## config.mk

```make
export PLATFORM = sky130hd
export DESIGN_NAME = sector_write_responder_flat
export DESIGN_NICKNAME = d
export VERILOG_FILES = /design/src/rtl/sector_write_responder_if.sv /design/src/rtl/sector_write_responder.sv /design/src/flat_wrapper.sv
export SDC_FILE = /design/constraint.sdc
export NUM_CORES = 1
export LEC_CHECK = 0
export CORE_MARGIN = 2
export CORE_UTILIZATION = 68
export CTS_CLUSTER_SIZE = 25
export DETAILED_ROUTE_END_ITERATION = 8
export DONT_BUFFER_PORTS = 1
export GPL_TIMING_DRIVEN = 0
export HOLD_SLACK_MARGIN = 0.06
export PLACE_DENSITY = 0.81
export SYNTH_ARGS = -nofsm -noshare
export SYNTH_HDL_FRONTEND = slang
export SYNTH_SLANG_ARGS = --single-unit
```

## constraint.sdc

```tcl
create_clock -name clock_clk -period 5.9 [get_ports clock_clk]
set_input_delay 1.18 -clock clock_clk [delete_from_list [all_inputs] [get_ports clock_clk]]
set_output_delay 1.18 -clock clock_clk [all_outputs]
set_load 0.02 [all_outputs]
```

## src/rtl/sector_write_responder_if.sv

```systemverilog
// Write-path bundle for sector_write_responder: AVMM write slave side and
// the {slot, data} valid/ready stream toward the sector configuration logic.
interface sector_write_responder_if #(
  parameter int DATA_SIZE      = 32,
  parameter int AVMM_ADDR_SIZE = 16
);
  logic [AVMM_ADDR_SIZE-1:0] avs_s0_address;
  logic                      avs_s0_write;
  logic [DATA_SIZE-1:0]      avs_s0_writedata;
  logic                      avs_s0_waitrequest;
  logic                      sec_valid;
  logic                      sec_ready;
  logic [3:0]                sec_slot;
  logic [DATA_SIZE-1:0]      sec_data;

  modport slave (
    input  avs_s0_address, avs_s0_write, avs_s0_writedata, sec_ready,
    output avs_s0_waitrequest, sec_valid, sec_slot, sec_data
  );

  modport master (
    output avs_s0_address, avs_s0_write, avs_s0_writedata, sec_ready,
    input  avs_s0_waitrequest, sec_valid, sec_slot, sec_data
  );
endinterface

```

## src/rtl/sector_write_responder.sv

```systemverilog
// Sector write responder: buffers in-window AVMM writes as {slot, data} in a small FIFO,
// absorbs and counts out-of-window writes. Macro SECTOR_RESP_ERR_IRQ_EN drives err_irq from err_sticky.
module sector_write_responder #(
  parameter int DATA_SIZE      = 32,
  parameter int AVMM_ADDR_SIZE = 16,
  parameter int BASE_ADDR      = 'h0000,
  parameter int NUM_SLOTS      = 9,
  parameter int DROP_ADDR      = 'hffff,
  parameter int FIFO_DEPTH     = 4
) (
  input  logic                   clock_clk,
  input  logic                   reset_reset,
  sector_write_responder_if.slave s_bus,
  input  logic                   avl_csr_write,
  input  logic                   avl_csr_read,
  input  logic                   avl_csr_addr,
  input  logic [31:0]            avl_csr_wrdata,
  output logic [31:0]            avl_csr_rddata,
  output logic                   err_irq
);

  localparam int          LP_PW   = $clog2(FIFO_DEPTH);
  localparam logic [32:0] LP_LO   = 33'(BASE_ADDR);
  localparam logic [31:0] LP_DROP = 32'(DROP_ADDR);
  localparam logic [31:0] LP_NUM  = 32'(NUM_SLOTS);

  logic [DATA_SIZE+3:0] r_mem [FIFO_DEPTH];
  logic [LP_PW-1:0]     r_wr_ptr;
  logic [LP_PW-1:0]     r_rd_ptr;
  logic [LP_PW:0]       r_count;
  logic                 r_ready_q;
  logic [15:0]          r_acc_count;
  logic [15:0]          r_err_count;
  logic                 r_err_sticky;

  logic                 w_full;
  logic                 w_valid;
  logic                 w_accept;
  logic                 w_legal;
  logic                 w_push;
  logic                 w_pop;
  logic                 w_clear;
  logic [32:0]          w_addr_off;
  logic [3:0]           w_slot;
  logic [DATA_SIZE+3:0] w_head;
  logic [15:0]          w_acc_next;
  logic [15:0]          w_err_next;
  logic                 w_sticky_next;
  logic                 w_unused;

  assign w_full   = (r_count == (LP_PW+1)'(FIFO_DEPTH));
  assign w_valid  = (r_count != '0);
  assign s_bus.avs_s0_waitrequest = ~r_ready_q | w_full;
  assign w_accept = s_bus.avs_s0_write & ~s_bus.avs_s0_waitrequest;

  // 33-bit offset: bit 32 set means the address lies below the window base.
  assign w_addr_off = {1'b0, 32'(s_bus.avs_s0_address)} - LP_LO;
  assign w_legal    = ~w_addr_off[32] && (w_addr_off[31:0] < LP_NUM)
                      && (32'(s_bus.avs_s0_address) != LP_DROP);
  assign w_slot     = w_addr_off[3:0];
  assign w_push     = w_accept & w_legal;
  assign w_pop      = w_valid & s_bus.sec_ready;
  assign w_clear    = avl_csr_write & avl_csr_addr & avl_csr_wrdata[0];
  assign w_unused   = ^avl_csr_wrdata[31:1];

  always_ff @(posedge clock_clk) begin
    if (w_push) begin
      r_mem[r_wr_ptr] <= {w_slot, s_bus.avs_s0_writedata};
    end
  end

  // Head is masked while empty so stale entries never reach the stream.
  assign w_head          = r_mem[r_rd_ptr];
  assign s_bus.sec_valid = w_valid;
  assign s_bus.sec_slot  = w_valid ? w_head[DATA_SIZE+3:DATA_SIZE] : 4'd0;
  assign s_bus.sec_data  = w_valid ? w_head[DATA_SIZE-1:0] : '0;

  always_ff @(posedge clock_clk or negedge reset_reset) begin
    if (!reset_reset) begin
      r_ready_q <= 1'b0;
      r_wr_ptr  <= '0;
      r_rd_ptr  <= '0;
      r_count   <= '0;
    end else begin
      r_ready_q <= 1'b1;
      if (w_push) begin
        r_wr_ptr <= r_wr_ptr + 1'b1;
      end
      if (w_pop) begin
        r_rd_ptr <= r_rd_ptr + 1'b1;
      end
      if (w_push && !w_pop) begin
        r_count <= r_count + 1'b1;
      end else if (w_pop && !w_push) begin
        r_count <= r_count - 1'b1;
      end
    end
  end

  // A clear wipes the old state first; an event in the same cycle then counts on top.
  always_comb begin
    w_acc_next    = w_clear ? 16'd0 : r_acc_count;
    w_err_next    = w_clear ? 16'd0 : r_err_count;
    w_sticky_next = w_clear ? 1'b0  : r_err_sticky;
    if (w_push) begin
      w_acc_next = w_acc_next + 16'd1;
    end
    if (w_accept && !w_legal) begin
      w_sticky_next = 1'b1;
      if (w_err_next != 16'hffff) begin
        w_err_next = w_err_next + 16'd1;
      end
    end
  end

  always_ff @(posedge clock_clk or negedge reset_reset) begin
    if (!reset_reset) begin
      r_acc_count    <= 16'd0;
      r_err_count    <= 16'd0;
      r_err_sticky   <= 1'b0;
      avl_csr_rddata <= 32'd0;
    end else begin
      r_acc_count  <= w_acc_next;
      r_err_count  <= w_err_next;
      r_err_sticky <= w_sticky_next;
      if (avl_csr_read) begin
        avl_csr_rddata <= avl_csr_addr ? {29'd0, r_err_sticky, w_full, w_valid}
                                       : {r_err_count, r_acc_count};
      end
    end
  end

`ifdef SECTOR_RESP_ERR_IRQ_EN
  assign err_irq = r_err_sticky;
`else
  assign err_irq = 1'b0;
`endif

endmodule

```

## src/flat_wrapper.sv

```systemverilog
// flat-port wrapper written by rule: the top's interface ports become plain ports
module sector_write_responder_flat 
#(
  parameter int DATA_SIZE      = 32,
  parameter int AVMM_ADDR_SIZE = 16,
  parameter int BASE_ADDR      = 'h0000,
  parameter int NUM_SLOTS      = 9,
  parameter int DROP_ADDR      = 'hffff,
  parameter int FIFO_DEPTH     = 4
)
  (clock_clk, reset_reset, avl_csr_write, avl_csr_read, avl_csr_addr, avl_csr_wrdata, avl_csr_rddata, err_irq, s_bus_avs_s0_address, s_bus_avs_s0_write, s_bus_avs_s0_writedata, s_bus_sec_ready, s_bus_avs_s0_waitrequest, s_bus_sec_valid, s_bus_sec_slot, s_bus_sec_data);
  sector_write_responder_if #(.DATA_SIZE(DATA_SIZE), .AVMM_ADDR_SIZE(AVMM_ADDR_SIZE)) s_bus_i ();
  input  logic clock_clk;
  input  logic reset_reset;
  input  logic avl_csr_write;
  input  logic avl_csr_read;
  input  logic avl_csr_addr;
  input  logic [31:0] avl_csr_wrdata;
  output logic [31:0] avl_csr_rddata;
  output logic err_irq;
  input wire logic [$bits(s_bus_i.avs_s0_address)-1:0] s_bus_avs_s0_address;
  input wire logic [$bits(s_bus_i.avs_s0_write)-1:0] s_bus_avs_s0_write;
  input wire logic [$bits(s_bus_i.avs_s0_writedata)-1:0] s_bus_avs_s0_writedata;
  input wire logic [$bits(s_bus_i.sec_ready)-1:0] s_bus_sec_ready;
  output wire logic [$bits(s_bus_i.avs_s0_waitrequest)-1:0] s_bus_avs_s0_waitrequest;
  output wire logic [$bits(s_bus_i.sec_valid)-1:0] s_bus_sec_valid;
  output wire logic [$bits(s_bus_i.sec_slot)-1:0] s_bus_sec_slot;
  output wire logic [$bits(s_bus_i.sec_data)-1:0] s_bus_sec_data;
  assign s_bus_i.avs_s0_address = s_bus_avs_s0_address;
  assign s_bus_i.avs_s0_write = s_bus_avs_s0_write;
  assign s_bus_i.avs_s0_writedata = s_bus_avs_s0_writedata;
  assign s_bus_i.sec_ready = s_bus_sec_ready;
  assign s_bus_avs_s0_waitrequest = s_bus_i.avs_s0_waitrequest;
  assign s_bus_sec_valid = s_bus_i.sec_valid;
  assign s_bus_sec_slot = s_bus_i.sec_slot;
  assign s_bus_sec_data = s_bus_i.sec_data;
  sector_write_responder #(.DATA_SIZE(DATA_SIZE), .AVMM_ADDR_SIZE(AVMM_ADDR_SIZE), .BASE_ADDR(BASE_ADDR), .NUM_SLOTS(NUM_SLOTS), .DROP_ADDR(DROP_ADDR), .FIFO_DEPTH(FIFO_DEPTH)) u_core (.clock_clk(clock_clk), .reset_reset(reset_reset), .s_bus(s_bus_i), .avl_csr_write(avl_csr_write), .avl_csr_read(avl_csr_read), .avl_csr_addr(avl_csr_addr), .avl_csr_wrdata(avl_csr_wrdata), .avl_csr_rddata(avl_csr_rddata), .err_irq(err_irq));
endmodule
```

Word-level counts from Yosys, hierarchy flattened. Memory sizes are Yosys's and may differ from the RTL's. Index checks and enable logic that the tools add are counted. W data, S select, Z words.

Register bits: 73. Bits in writable memories: 144. Input bits: 87. Output and inout port bits: 71. Memories kept: 1.

$add $sub $neg: 6. Order comparisons: 1. Eq/ne operators: 3. Mux-type cells: 14. Bitwise operators: 8. Reductions and logical operators: 10.

Memories: u_core.r_mem (depth 4, width 36, read ports 1, clocked after Yosys merged registers in 0, write ports 1, RTL line sector_write_responder.sv:27) `logic [DATA_SIZE+3:0] r_mem [FIFO_DEPTH];`.

Operators with widths (number): $mux W16 (5); $mux W32 (2); $add A16 B1 Y16 const B (2); $ne A16 B16 Y1 const B (2); $lt A16 B4 Y1 const B (1); $mux W3 (2); $and A1 B1 Y1 (5); $add A2 B1 Y2 const B (2); $logic_and A1 B1 Y1 (4); $mux W1 (4); $mux W4 (1); $reduce_bool A2 Y1 (2); $add A3 B1 Y3 const B (1); $eq A3 B3 Y1 const B (1); $logic_not A1 Y1 (3); $reduce_bool A3 Y1 (1); $sub A3 B1 Y3 const B (1); $not A1 Y1 (2); $or A1 B1 Y1 (1).

Longest topological paths before layout. Gate-level depths: netlist (run 1).

Depth after elaboration: 9. Depth in mapped cells: 10.

Worst setup path after synthesis (run 1). OpenSTA, ideal clock, no wires.

Kind: input-to-reg. From: input port avl_csr_addr. To: register u_core.r_err_count[11]. Library setup time: 0.078 ns. Data arrival time: 3.198 ns. Setup slack: 2.624 ns. Stages on the path: 10. Path buffers: 2. Path through: clkbuf_1 > nand3_1 > and2_1 > ha_1 > nand3_1 > nor4_1 > or3_1 > buf_2 > or3_1 > a21oi_1.

Longest elaborated chain between the ends: 6.

RTL lines: from (decl) (RTL line flat_wrapper.sv:17) `input logic avl_csr_addr;`; $and A1 B1 Y1 (*) (2 in a row) (RTL line sector_write_responder.sv:63) `assign w_clear = avl_csr_write & avl_csr_addr & avl_csr_wrdata[0];`; $mux W16 (*) (RTL line sector_write_responder.sv:103) `w_err_next = w_clear ? 16'd0 : r_err_count;`; $add A16 B1 Y16 / $ne A16 B16 Y1 (equally long branches) (RTL line sector_write_responder.sv:111, sector_write_responder.sv:110); $mux W16 (RTL line sector_write_responder.sv:110) `if (w_err_next != 16'hffff) begin`; $mux W16 (*) (RTL line sector_write_responder.sv:108) `if (w_accept && !w_legal) begin`; named net u_core.w_err_next[11] (RTL line sector_write_responder.sv:47) `logic [15:0] w_err_next;`; to (signal assigned) (RTL line sector_write_responder.sv:124) `r_err_count <= w_err_next;`; to (decl) (RTL line sector_write_responder.sv:33) `logic [15:0] r_err_count;`.

Mark *: on every way through the listed nets, which the timed path passes. The rest lies on a longest branch. A chain may end at the register's enable or synchronous reset.

Worst setup path after layout (run 1).
From: register u_core.r_rd_ptr[1]. To: output port s_bus_sec_data[18].

Longest elaborated chain between the ends: 2.

RTL lines: from (decl) (RTL line sector_write_responder.sv:29) `logic [LP_PW-1:0] r_rd_ptr;`; from (signal assigned) (RTL line sector_write_responder.sv:90) `r_rd_ptr <= r_rd_ptr + 1'b1;`; $mem_v2 Z4 W36; $mux W32 (RTL line sector_write_responder.sv:76) `assign s_bus.sec_data = w_valid ? w_head[DATA_SIZE-1:0] : '0;`; to (decl) (RTL line flat_wrapper.sv:28) `output wire logic [$bits(s_bus_i.sec_data)-1:0] s_bus_sec_data;`.

No other way between the ends.

==> metrics, run 1 <==
status finished clean; area of the multi-input gates 2640 sq um; Setup Skew 0.00633 ns; Post-Synth Adder-Cell Area 0.0119; die width 119 um; depth of the most critical reg-to-reg path 10; max_cap viols 0; Slew @ Worst Pin 0.947 ns; Num CTS Buffers 22; register area 6150 sq um; register bit total from synthesis 217; Tmin final 3.71 ns; Peak VDD IR 0.307 mV; Cell Area, Synth 9040 sq um; Cell Chain, Critical Path clkbuf_1 -> buf_1 -> mux4_2 -> and2_1; clock buffer depth 3; Area after DPL 9350 sq um; GRT Overall Usage 0.249; Worst slew margin 0.369; Synth Instances 597; Port Buffers 0; Slew Limit Fails 0; Worst Setup Start Kind register; via count 5,076; crit-path max cell delay 0.59 ns; setup TNS 0 ns; DIE HEIGHT 119 um; Worst Setup SP u_core.r_rd_ptr[1]$_DFFE_PN0P_; Synth top area share 0.478; CTS resizes 0; Core Region 13,100 sq um; DIE AREA 14,200 sq um; fin util 0.764; # hold bufs at CTS 0; Synth async-reset ratio 0.336; Congestion Overflow GR 0; WP data arrival 2.53 ns; largest area contributor in the netlist edfxtp_1; DRT iter0 DRCs 474; register area share after synthesis 0.680; endpoints failing setup 0; Avg WL per Cell 21.4 um; Final ANT Viol Nets 0; I/O pins 158; CP max FO 10; CP required 4.72 ns; Synth Net Count 692; Post-synth EDFFs 144; fillers 741; cell row count 42; Root Driver clkbuf_16; initial antenna violation count 0; crit path capture type output pin; fraction of layout cells with a size suffix above 1 0.141; top post-synthesis cells by count 144 x edfxtp_1, 73 x dfrtp_1, 41 x o21ai_0; vias per cell 6.23; Min-Delay Path Class in -> async; Worst R2R Start u_core.r_count[2]$_DFFE_PN0P_; TritonCTS clock tree yes; drt drc 0; Crit Path Class reg -> out; simple-gate portion of the synthesized area 0.123; Min Hold Slack 0.382 ns; Post-Synth XOR/XNOR Area 0.0223; CP max stage cell buf_1; Tcrit/Tclk final 0.628; Post-Route WL 17.5 mm; H-tree depth 1; final non-filler cell total 815; mux cell area share after synthesis 0.0993; largest family of logic cells by synthesized area simple AND/OR/NAND/NOR gates; count leader, synth edfxtp_1; top post-synthesis cells by area edfxtp_1 48%, dfrtp_1 20%, mux4_2 9.0%; Clock Pin Slew Worst Setup and Hold Paths 0.06 ns; Netlist cell types 38; Reg2Reg Setup Slack 3.21 ns; placed cells 777; Detailed Routing Iterations Pass 1 5; Starting Density 0.688; unrepaired setup endpoints after global routing no; Clk Latency, worst-skew pair 0.49 ns; post-detail-place hpwl 11.5 mm; FF-to-FF End u_core.r_count[2]$_DFFE_PN0P_; Worst setup endpoint s_bus_sec_data[18]; complex-gate fraction of the synthesized area 0.0340; fin area 10,000 sq um; area grow syn2layout 11.0%; PwrDens 393 nW/um^2; postcts setup bufs 0; first-pass GRT wire length 27.5 mm; FMAX 270 MHz; Final nets 720; GPL Wtd Cong 0.851; vias in the first global route 5,358; largest net degree at the start of global routing 74; Top FF cell, synth edfxtp_1; number of diodes 0; final hold vios 0; post-synthesis area per instance 15.2 sq um; Leakage 3.52 nW; Yosys warnings 0; Sink Count 217
-- sequential cells by signal, summed over array words and instances (netlist names) --
name / flops
u_core.avl_csr_rddata: 32
u_core.r_acc_count: 16
u_core.r_count: 3
u_core.r_err_count: 16
u_core.r_err_sticky: 1
u_core.r_mem: 144
u_core.r_rd_ptr: 2
u_core.r_ready_q: 1
u_core.r_wr_ptr: 2
-- routing by layer --
metal | track usage | up-vias | part of all wire
li1 | - | 2271 | -
met1 | 0.332 | 2579 | 0.40
met2 | 0.411 | 194 | 0.50
met3 | 0.0675 | 32 | 0.080
met4 | 0.0706 | 0 | 0.018
met5 | 0 | - | 0
-- power by group --
group,internal (W),switching [W]
Sequential,0.00167,0.0000479
Clock,0.000791,0.000523
Combinational,0.000361,0.000552
Total,0.00282,0.00112
-- worst min path at each step --
| stage | startpoint | end | slack [ns] | cells after the start |
|---|---|---|---|---|
| after floorplan | u_core.r_count[2]$_DFFE_PN0P_ | u_core.r_count[2]$_DFFE_PN0P_ | 0.45 | 1 |
| after global placement | u_core.r_count[2]$_DFFE_PN0P_ | u_core.r_count[2]$_DFFE_PN0P_ | 0.46 | 1 |
| after detailed placement | u_core.r_err_sticky$_DFFE_PN0P_ | u_core.r_err_sticky$_DFFE_PN0P_ | 0.47 | 1 |
| after CTS | reset_reset | u_core.r_rd_ptr[0]$_DFFE_PN0P_ | 0.37 | 0 |
| after global routing | reset_reset | u_core.avl_csr_rddata[6]$_DFFE_PN0P_ | 0.37 | 0 |
| final | reset_reset | u_core.avl_csr_rddata[9]$_DFFE_PN0P_ | 0.38 | 0 |
-- worst max-delay path, delay by kind of cell, from the launching register on --
| family | cells | cell delay [ns] |
|---|---|---|
| flip-flops | 1 | 0.33 |
| AND/OR/NAND/NOR | 1 | 0.25 |
| buffers and inverters | 2 | 1.04 |
| multiplexers | 1 | 0.41 |
-- cells in the final DEF, fill, tap and decap left out, types with 12 or more instances in the layout --
master     Yosys  final
edfxtp_1     144    144
dfrtp_1       73     73
o21ai_0       41     41
and2_1        39     39
mux4_2        36     36
inv_1         35     35
nand3b_1      29     29
clkbuf_1      23     27
clkbuf_16      0     23
nor2_1        21     21
nand2_1       19     19
or3_1         14     14
nand4_1       14     14
xnor2_1       13     13
nand3_1       12     12
a21oi_1       12     12
-- kinds of logic after synthesis --
| logic type | Yosys count |
|---|---|
| flops | 217 |
| compound gates | 58 |
| fa+ha+maj | 8 |
| xor+xnor | 23 |
| buf+inv | 67 |
| mux | 44 |
| other cells | 2 |
| simple gates | 178 |
-- through the flow --
| stage | power (W) | worst slack, ns |
|---|---|---|
| final | 0.00394 | 2.19 |
| after global routing | 0.00408 | 2.08 |
| after CTS | 0.00398 | 2.17 |
| after detailed placement | 0.00267 | 2.11 |
| after global placement | 0.00265 | 1.77 |
| after floorplan | 0.00251 | 2.62 |
-- final cells by class --
| class | instances | area share |
|---|---|---|
| Sequential cell | 217 | 0.613 |
| Multi-Input combinational cell | 313 | 0.263 |
| Clock buffer | 27 | 0.0588 |
| Tap cell | 176 | 0.0219 |
| Buffer | 32 | 0.0131 |
| Inverter | 35 | 0.0131 |
| Clock inverter | 11 | 0.00948 |
| Timing Repair Buffer | 4 | 0.00798 |
Power figures use the tool's default switching activity.
==> run 2: changes to the inputs <==
Settings changed: CORE_UTILIZATION 68 to 57, PLACE_DENSITY 0.81 to 0.72.
Clock period 5.9 ns to 3.2 ns, I/O delays scaled along.
==> run 2 against run 1 <==
  * Worst setup slack got worse by 2.0 ns
  * Largest power group is now clock
  * Final cell count increased by 5.6%
  * First-iteration DRC count shrank 17%
  * Critical path depth fell by 1
  * Hold slack got worse by 0.17 ns
  * Clock skew up 0.0041 ns
  * Global-route usage down 3.1 points
  * Sequential cell count stayed put
  * Via count is 0.75% lower
  * Sequential share of layout area shrank 2.0 points
  * Final area rose by 3.4%
  * Wire length rose by 3.3%
  * Largest cell class unchanged
==> metrics, run 2 (same netlist as run 1, synthesis figures left out) <==
status finished clean; Worst slew margin 0.501; CP max FO 10; Clock Pin Slew Worst Setup and Hold Paths 0.06 ns; FMAX 330 MHz; Num CTS Buffers 23; Tcrit/Tclk final 0.947; leading registers by flop count u_core.r_mem x144, u_core.avl_csr_rddata x32; CP required 2.56 ns; vias per cell 5.85; Min-Delay Path Class in -> reg; postcts setup bufs 0; FF-to-FF End u_core.r_count[1]$_DFFE_PN0P_; Int Pwr 0.00583 W; die width 130 um; DIE HEIGHT 130 um; unrepaired setup endpoints after global routing no; clock buffer depth 3; Leakage 3.67 nW; largest net degree at the start of global routing 74; GRT Overall Usage 0.218; first-pass GRT wire length 28.2 mm; post-detail-place hpwl 12.1 mm; area of the multi-input gates 2640 sq um; Sw Ratio 0.275; max reg flops 144; Peak VDD IR 0.527 mV; Reg with most FFs u_core.r_mem; fillers 1,124; fraction of layout cells with a size suffix above 1 0.169; cell row count 46; DIE AREA 16,900 sq um; Final ANT Viol Nets 0; Hold Path Stages 0; Worst Setup Start Kind register; Final nets 723; Detailed Routing Iterations Pass 1 5; Port Buffers 0; Starting Density 0.576; combinational share of power 0.212; Core Region 15,700 sq um; clock group share of total power 0.395; fin util 0.660; Slew Limit Fails 0; Root Driver clkbuf_16; switching power 0.00221 W; Clk Latency, worst-skew pair 0.52 ns; HP Start s_bus_avs_s0_writedata[7]; drt drc 0; vias in the first global route 5,133; most common cell after layout, fill and taps aside edfxtp_1; DRT iter0 DRCs 395; Sink Count 217; number of diodes 0; TritonCTS clock tree yes; crit path capture type output pin; Avg WL per Cell 21.0 um; depth of the most critical reg-to-reg path 8; fin worst setup slack 0.170 ns; Setup Skew 0.0105 ns; Min Hold Slack 0.214 ns; Worst R2R Start u_core.r_count[0]$_DFFE_PN0P_; area grow syn2layout 14.7%; I/O pins 158; via count 5,038; Reg2Reg Setup Slack 0.49 ns; Post-Route WL 18.1 mm; Slew @ Worst Pin 0.748 ns; WP data arrival 2.39 ns; most frequent cells in the layout 144 x edfxtp_1, 73 x dfrtp_1, 41 x o21ai_0; initial antenna violation count 0; Congestion Overflow GR 0; Hold EP u_core.r_mem[2][7]$_DFFE_PP_; register area 6150 sq um; endpoints failing setup 0; worst slack at placement -0.0392 ns; final hold vios 0; H-tree depth 1; max_cap viols 0; sequential power share 0.393; GPL Wtd Cong 0.814; PwrDens 775 nW/um^2; Tmin final 3.03 ns; Crit Path Class reg -> out
run 2: repair_timing:
action | CTS | global route
setup endpoints to repair | 3 | 27
hold endpoints to repair | 73 | 0
gates resized for setup | 1 | 6
hold buffers | 2 | 0
run 2: cell type report:
class	count	share of cell area
buffer	32	0.0139
clock buffer	25	0.0572
clock inverter	17	0.0317
inverter	35	0.0127
multi-input combinational	313	0.254
sequential	217	0.593
tap	216	0.0261
timing repair buffer	6	0.0113
run 2: layer usage:
metal,up-vias,routed length (um),global-route usage
met4,0,420,0.0670
met2,183,8580,0.344
li1,2278,-,-
met3,33,1470,0.0545
met5,-,0,0
met1,2544,7590,0.304
run 2: worst max-delay path: stages (launching register included):
cell and delay [ns]:
dfrtp_1 0.34, clkdlybuf4s15_1 0.68, mux4_2 0.60, and2_1 0.25
run 2: power by group through the flow:
stage,clock [W],sequential [W],combinational (W)
after floorplan,0,0.00319,0.00143
after global placement,0,0.00321,0.00169
after detailed placement,0,0.00321,0.00171
after CTS,0.00322,0.00316,0.00174
after global routing,0.00334,0.00317,0.00185
final,0.00317,0.00316,0.00171
run 2: stage by stage:
stage	std cells	TNS (ns)	total power (W)	area, sq um
2_1_floorplan	597	0	0.00463	9040
3_3_place_gp	813	-50.46	0.00490	9320
3_5_place_dp	817	-0.0630	0.00492	9400
4_1_cts	861	0	0.00811	10400
5_1_grt	861	0	0.00836	10400
6_report	861	0	0.00804	10400
run 2: worst max path at each step:
| stage | startpoint | endpoint | slack [ns] | depth (start not counted) |
|---|---|---|---|---|
| after detailed placement | avl_csr_addr | u_core.r_err_count[11]$_DFF_PN0_ | -0.04 | 10 |
| after CTS | u_core.r_rd_ptr[1]$_DFFE_PN0P_ | s_bus_sec_data[17] | 0.02 | 4 |
| after global routing | u_core.r_rd_ptr[0]$_DFFE_PN0P_ | s_bus_sec_data[14] | 0.01 | 3 |
| final | u_core.r_rd_ptr[0]$_DFFE_PN0P_ | s_bus_sec_data[10] | 0.17 | 3 |
| after floorplan | avl_csr_addr | u_core.r_err_count[11]$_DFF_PN0_ | 0.46 | 10 |
| after global placement | s_bus_avs_s0_address[2] | u_core.r_mem[0][22]$_DFFE_PP_ | -0.36 | 4 |
==> run 3: changes to the inputs <==
Settings changed: CORE_UTILIZATION 57 to 68, PLACE_DENSITY 0.72 to 0.81.
Clock period 3.2 ns to 3.71 ns, I/O delays scaled along.
==> run 3 against run 2 <==
  * Global-route usage grew 3.2 points
  * Die area is 16% lower
  * Via count increased by 2.2%
  * Critical path type unchanged
  * Sequential share of layout area increased by 1.8 points
  * Register-to-register slack improved by 0.53 ns
  * Critical endpoint is now s_bus_sec_data[18]
  * Wire length is 3.0% lower
==> metrics, run 3 (same netlist as run 1, synthesis figures left out) <==
Detailed Routing Iterations Pass 1 5; Core Region 13,100 sq um; unrepaired setup endpoints after global routing no; Setup Skew 0.00763 ns; vias in the first global route 5,356; Congestion Overflow GR 0; CP required 2.97 ns; Num CTS Buffers 22; Slew @ Worst Pin 0.951 ns; placed cells 777; DIE AREA 14,200 sq um; FMAX 306 MHz; fraction of layout cells with a size suffix above 1 0.142; GRT Overall Usage 0.250; Leakage 3.53 nW; first-pass GRT wire length 27.5 mm; Reg with most FFs u_core.r_mem; H-tree depth 1; Final nets 721; vias per cell 6.31; Min Hold Slack 0.119 ns; leading registers by flop count u_core.r_mem x144, u_core.avl_csr_rddata x32; I/O pins 158; crit path capture type output pin; drt drc 0; Final ANT Viol Nets 0; Tmin final 3.27 ns; max_cap viols 0; largest net degree at the start of global routing 74; Min-Delay Path Class in -> async; Root Driver clkbuf_16; # hold bufs at CTS 1; CP max FO 10; Peak VDD IR 0.488 mV; die width 119 um; number of diodes 0; Crit Path Class reg -> out; clock buffer depth 3; Clk Latency, worst-skew pair 0.49 ns; postcts setup bufs 0; Clock Pin Slew Worst Setup and Hold Paths 0.06 ns; Tcrit/Tclk final 0.881; TritonCTS clock tree yes; final non-filler cell total 816; cell row count 42; Worst slew margin 0.366; DRT iter0 DRCs 506; max reg flops 144; Starting Density 0.688; CTS resizes 0; Avg WL per Cell 21.5 um; Sink Count 217; status finished clean; final hold vios 0; setup TNS 0 ns; Post-Route WL 17.5 mm; Reg2Reg Setup Slack 1.02 ns; WP data arrival 2.53 ns; Slew Limit Fails 0; most frequent cells in the layout 144 x edfxtp_1, 73 x dfrtp_1, 41 x o21ai_0; PwrDens 625 nW/um^2; Worst Setup Start Kind register; DIE HEIGHT 119 um; endpoints failing setup 0; Port Buffers 0; GPL Wtd Cong 0.851; initial antenna violation count 0; via count 5,148; post-detail-place hpwl 11.5 mm; most common cell after layout, fill and taps aside edfxtp_1; area grow syn2layout 11.3%
[run 3: cell count changes in the layout (fill, tap and decap cells not counted), sizes merged]
cell | previous run | this run
clkinv | 6 | 9
clkdlybuf4s15 | 1 | 0
inv | 37 | 35
bufinv | 9 | 2
dlygate4sd3 | 1 | 0
buf | 12 | 14
clkbuf | 49 | 50
[run 3: layer usage]
layer  GRT usage  share of wire  vias to the layer above
li1            -              -                     2280
met1       0.333           0.39                     2612
met2       0.412           0.50                      220
met3      0.0675          0.087                       36
met4      0.0735          0.018                        0
met5           0              0                        -
[run 3: power breakdown]
| part | internal (W) | leakage (nW) | switching (W) |
|---|---|---|---|
| clock | 0.00126 | 0.333 | 0.000837 |
| combinational | 0.000577 | 0.919 | 0.000893 |
| sequential | 0.00265 | 2.28 | 0.0000764 |
| total | 0.00449 | 3.53 | 0.00181 |
[run 3: area by class of cell]
class	count	area [sq um]
plain buffers	32	131
clock buffers	27	591
clock inverters	11	95.1
fillers	740	3070
inverters	35	131
multi-input cells	313	2640
flip-flops and latches	217	6150
well taps	176	220
repair buffers	5	108
[run 3: through the flow]
step / setup slack [ns] / power [W] / area [sq um] / util
6_report: 0.442 / 0.00629 / 10100 / 0.766
5_1_grt: 0.324 / 0.00651 / 10100 / 0.766
4_1_cts: 0.420 / 0.00635 / 10100 / 0.766
3_5_place_dp: 0.357 / 0.00425 / 9350 / 0.712
3_3_place_gp: 0.0141 / 0.00421 / 9270 / 0.705
2_1_floorplan: 0.872 / 0.00399 / 9040 / -
[run 3: final timing paths]
check,startpoint,to,cells after the start
worst min-delay path,reset_reset,u_core.r_acc_count[3]$_DFF_PN0_,1
max in group asynchronous,reset_reset,u_core.r_err_count[5]$_DFF_PN0_,1
worst min register to register,u_core.r_err_sticky$_DFFE_PN0P_,u_core.r_err_sticky$_DFFE_PN0P_,1
worst max-delay path,u_core.r_rd_ptr[1]$_DFFE_PN0P_,s_bus_sec_data[18],4
worst max register to register,u_core.r_count[0]$_DFFE_PN0P_,u_core.r_count[1]$_DFFE_PN0P_,8
min in group clock_clk,s_bus_avs_s0_writedata[26],u_core.r_mem[3][26]$_DFFE_PP_,0
[run 3: critical path: stages (launching register included)]
cell,delay (ns)
dfrtp_1,0.33
clkbuf_1,0.46
buf_1,0.58
mux4_2,0.41
and2_1,0.25
